==> config.mk <==
export PLATFORM = sky130hd
export DESIGN_NAME = cmp_rr_scheduler
export DESIGN_NICKNAME = d
export VERILOG_FILES = /design/src/rtl/cmp_rr_scheduler.sv
export SDC_FILE = /design/constraint.sdc
export NUM_CORES = 1
export LEC_CHECK = 0
export CORE_MARGIN = 4
export CORE_UTILIZATION = 40
export DETAILED_ROUTE_END_ITERATION = 6
export PLACE_DENSITY_LB_ADDON = 0.3
export SLEW_MARGIN = 20
export SYNTH_ARGS = -nofsm -noshare
export SYNTH_HDL_FRONTEND = slang
export SYNTH_SLANG_ARGS = --single-unit
==> constraint.sdc <==
create_clock -name clk -period 6.2 [get_ports clk]
set_clock_uncertainty 0.1 [all_clocks]
set_input_delay 1.86 -clock clk [delete_from_list [all_inputs] [get_ports clk]]
set_output_delay 1.86 -clock clk [all_outputs]
set_load 0.02 [all_outputs]
==> src/rtl/cmp_rr_scheduler.sv <==
`default_nettype none
// ============================================================================
// Module   : cmp_rr_scheduler
// Purpose  : Round-robin arbiter sharing one unsigned magnitude comparator
//            among R valid/ready requesters; tagged gt/ls/eq response channel.
// Revision : 1.0
// ============================================================================
module cmp_rr_scheduler #(
  parameter int N   = 8,
  parameter int R   = 4,
  parameter int IDW = $clog2(R)
) (
  input  logic           clk,
  input  logic           rst_n,
  input  logic [R-1:0]   i_req_valid,
  output logic [R-1:0]   o_req_ready,
  input  logic [R*N-1:0] i_req_a,
  input  logic [R*N-1:0] i_req_b,
  output logic           o_rsp_valid,
  input  logic           i_rsp_ready,
  output logic [IDW-1:0] o_rsp_id,
  output logic           o_rsp_gt,
  output logic           o_rsp_ls,
  output logic           o_rsp_eq,
  output logic           o_busy
);

  typedef enum logic [1:0] {
    S_IDLE = 2'd0,
    S_CMP  = 2'd1,
    S_RESP = 2'd2
  } state_t;

  state_t         r_state;
  logic [IDW-1:0] r_rr_ptr;
  logic [IDW-1:0] r_id;
  logic [N-1:0]   r_a;
  logic [N-1:0]   r_b;
  logic           r_rsp_valid;
  logic [IDW-1:0] r_rsp_id;
  logic           r_rsp_gt;
  logic           r_rsp_ls;
  logic           r_rsp_eq;
  logic           r_busy;

  logic           w_found;
  logic [IDW-1:0] w_idx;
  logic [IDW-1:0] w_grant;
  logic [IDW-1:0] w_ptr_next;

  // First valid requester at or after the round-robin pointer, wrapping mod R.
  always_comb begin
    w_found = 1'b0;
    w_grant = '0;
    w_idx   = '0;
    for (int k = 0; k < R; k++) begin
      w_idx = IDW'((int'(r_rr_ptr) + k) % R);
      if (!w_found && i_req_valid[w_idx]) begin
        w_found = 1'b1;
        w_grant = w_idx;
      end
    end
  end

  assign w_ptr_next = (w_grant == IDW'(R - 1)) ? '0 : w_grant + IDW'(1);

  // Ready is gated by rst_n so it also drops immediately on reset assertion.
  assign o_req_ready = (rst_n && (r_state == S_IDLE) && w_found) ? (R'(1) << w_grant) : '0;

  always_ff @(posedge clk or negedge rst_n) begin
    if (!rst_n) begin
      r_state     <= S_IDLE;
      r_rr_ptr    <= '0;
      r_id        <= '0;
      r_a         <= '0;
      r_b         <= '0;
      r_rsp_valid <= 1'b0;
      r_rsp_id    <= '0;
      r_rsp_gt    <= 1'b0;
      r_rsp_ls    <= 1'b0;
      r_rsp_eq    <= 1'b0;
      r_busy      <= 1'b0;
    end else begin
      case (r_state)
        S_IDLE: begin
          if (w_found) begin
            r_a      <= i_req_a[w_grant*N +: N];
            r_b      <= i_req_b[w_grant*N +: N];
            r_id     <= w_grant;
            r_rr_ptr <= w_ptr_next;
            r_busy   <= 1'b1;
            r_state  <= S_CMP;
          end
        end
        S_CMP: begin
          r_rsp_gt    <= (r_a > r_b);
          r_rsp_ls    <= (r_a < r_b);
          r_rsp_eq    <= (r_a == r_b);
          r_rsp_id    <= r_id;
          r_rsp_valid <= 1'b1;
          r_state     <= S_RESP;
        end
        S_RESP: begin
          if (i_rsp_ready) begin
            r_rsp_valid <= 1'b0;
            r_busy      <= 1'b0;
            r_state     <= S_IDLE;
          end
        end
        default: begin
          r_rsp_valid <= 1'b0;
          r_busy      <= 1'b0;
          r_state     <= S_IDLE;
        end
      endcase
    end
  end

  assign o_rsp_valid = r_rsp_valid;
  assign o_rsp_id    = r_rsp_id;
  assign o_rsp_gt    = r_rsp_gt;
  assign o_rsp_ls    = r_rsp_ls;
  assign o_rsp_eq    = r_rsp_eq;
  assign o_busy      = r_busy;

endmodule
`default_nettype wire

==> flow_summary.ini <==
[place]
place_area_um2 = 2830
port_buffers = 81
place.gp.congestion = 0.847
hpwlAfterDp_um = 4260
dp.cells = 352

[synthesis]
synth-warning-count = 0
synth_area_per_cell_um2 = 9.48
ys.flop_type = dfrtp_1
synth.net_count = 290
synth-xor-area-share_pct = 0
synthSimpleGateAreaFrac_pct = 10.6
ys_ff_latch = 29
yosysTopAreaCell = dfrtp_1
yosys.cell_types.count = 41
synthCells = 210
synth_adder_area_share_pct = 5.66
synthTopCellsByCount = dfrtp_1, inv_1, o221ai_1
seq_area_frac_synth_pct = 36.5
synth.most_common_cell = dfrtp_1
synthMuxAreaShare_pct = 8.61
synth_compound_area_share_pct = 27.5
syn_area_um2 = 1990
synth_top_family_by_area = compound AO/OA/AOI/OAI gates
synth_area_leaders = dfrtp_1, mux2i_1, o221ai_1
async_flop_share_pct = 100
synth_edf_count = 0
synth_top_cell_area_share_pct = 36.5

[global_routing]
antenna_found_initial = 0
grtUsageTotal_pct = 19.0
grt-ovfl-total = 0
grt_pass1_vias = 2004
grt_pass1_wl_um = 9270
grt_start_max_net_pins = 26

[route]
wl_um = 5510
vias_per_cell = 5.32
drc = 0
drt_iter0_drc = 74
vias = 1916
wl_per_cell_um = 15.3
firstDrtPassIters = 4
ant_nets = 0

[hold_path]
min_to = o_rsp_valid
min_path_type = flip-flop to flip-flop
min_from = o_rsp_valid
hold_path_depth = 1

[final_layout]
drive_gt1_share_pct = 7.85
num_antenna_cells = 0
stdcell_area_um2 = 2930
instances_no_fill = 360
area_growth_pct = 47.4
utilization_pct = 61.3
layout.nets = 372

[timing]
finalSetupViolations = 0
relSlewSlack_pct = 43.3
rsz0062_at_grt = no
post-route-period-util_pct = 96.6
finalSetupTns_ns = 0
period_needed_ns = 5.99
slew_viol_final = 0
max_freq_mhz = 167
worst_slew_pin_slew_ns = 0.850
final_hold_viol_count = 0

[clocking]
cts_setup_buffers = 0
cts.sinks = 29
cts_tree = built
cts_buffers = 5
clockBufferDepth = 2
htreeDepth = 2
hold_buffers = 0
cts_resized = 0
cts-root-buf = clkbuf_8
clock_latency_ns = 0.28
clk_pin_slew_worst_paths_ns = 0.07

[floorplan]
core-area_um2 = 4790
design.die.area_um2 = 6170
die_h_um = 78.5
io_pins = 82
die_x_um = 78.5
fp-row-count = 25
initial_utilization_pct = 41.6

[worst_setup_path]
worstPathRequired_ns = 4.24
start_kind = input pin
cp-end-kind = output port
timing.rr.end = r_b[3]
r2r_cells = 5
rr_startpoint = r_state[0]
r2r_slack_ns = 3.94
crit_arrival_ns = 4.03
max_stage_delay_ns = 0.60
path_common_cell = clkdlybuf4s50_1
cp_max_fo = 8
path_cells = clkdlybuf4s50_1, or3b_1, o221ai_2, buf_4, and4_1, clkdlybuf4s50_1
critPathSlowestCell = clkdlybuf4s50_1
crit_type = input pin to output port

[pwr]
pwr-share-clk_pct = 14.8
combPwrFrac_pct = 55.8
p_leak_nw = 1.31
swShare_pct = 42.0
power_density_nw_per_um2 = 399
p_switching_uw = 491
internal-power_uw = 680
ir_drop_uv = 203
power_frac_seq_pct = 29.4

[outcome]
status = finished clean

[flow_run]
maxCapViolCount = 0
worst max path at each step:
stage                        start             end  slack, ns  cells past startpoint
CTS                 i_req_valid[0]  o_req_ready[2]       0.19                      6
global route        i_req_valid[0]  o_req_ready[2]       0.11                      6
detailed placement  i_req_valid[0]  o_req_ready[2]       0.20                      6
floorplan           i_req_valid[0]  o_req_ready[3]       1.12                      7
finish              i_req_valid[0]  o_req_ready[2]       0.21                      6
global placement    i_req_valid[0]  o_req_ready[2]       0.26                      6
state kept, by name, indices dropped and copies added, names as in the netlist, 2 cells and up:
register  cells
r_id          2
r_b           8
o_rsp_id      2
r_state       2
r_rr_ptr      2
r_a           8
worst max-delay path, delay by kind of cell:
family          cells  cell delay (ns)
simple gates        2             0.62
compound gates      1             0.13
buf+inv             3             1.41
logic make-up after synthesis:
| family | count (synthesis) |
|---|---|
| fa+ha+maj | 9 |
| compound gates | 74 |
| mux | 17 |
| flops | 29 |
| simple gates | 40 |
| buf+inv | 41 |
per-layer routing:
| layer | global-route usage [%] | up-vias | wire length (um) |
|---|---|---|---|
| met3 | 5.28 | 4 | 479 |
| li1 | - | 937 | - |
| met5 | 0 | - | 0 |
| met4 | 7.69 | 0 | 78 |
| met2 | 31.3 | 79 | 2620 |
| met1 | 23.4 | 896 | 2330 |
layout make-up:
| type | instances | area (um^2) |
|---|---|---|
| repair buffers | 88 | 863 |
| multi-input cells | 140 | 1050 |
| flip-flops and latches | 29 | 726 |
| well taps | 67 | 83.8 |
| fillers | 429 | 1850 |
| clock buffers | 7 | 96.3 |
| clock inverters | 1 | 5.00 |
| inverters | 28 | 110 |
power groups by stage:
stage | logic, mW | registers (mW) | clock network, mW
6_report | 0.654 | 0.344 | 0.173
5_1_grt | 0.740 | 0.356 | 0.185
4_1_cts | 0.658 | 0.344 | 0.176
3_5_place_dp | 0.656 | 0.347 | 0
3_3_place_gp | 0.635 | 0.343 | 0
2_1_floorplan | 0.475 | 0.346 | 0
through the flow:
step | setup WS (ns) | hold WS [ns] | power (mW)
after floorplan | 1.12 | 0.339 | 0.821
after detailed placement | 0.200 | 0.370 | 1.00
final | 0.211 | 0.383 | 1.17
after global routing | 0.105 | 0.422 | 1.28
after global placement | 0.256 | 0.359 | 0.978
after CTS | 0.190 | 0.385 | 1.18
layout by cell type, fill, tap and decap left out, drive strengths merged, types with 2 or more instances in the layout:
master / n
nand4: 2
nor2b: 2
o21a: 3
clkbuf: 7
a21oi: 13
a31oi: 16
mux2i: 16
and3: 2
o21ai: 6
a21boi: 10
buf: 7
ha: 9
dfrtp: 29
o221ai: 18
clkdlybuf4s50: 81
nand2b: 2
inv: 28
nor2: 9
nand2: 17
Note: power is estimated with default switching activity, not from simulation.
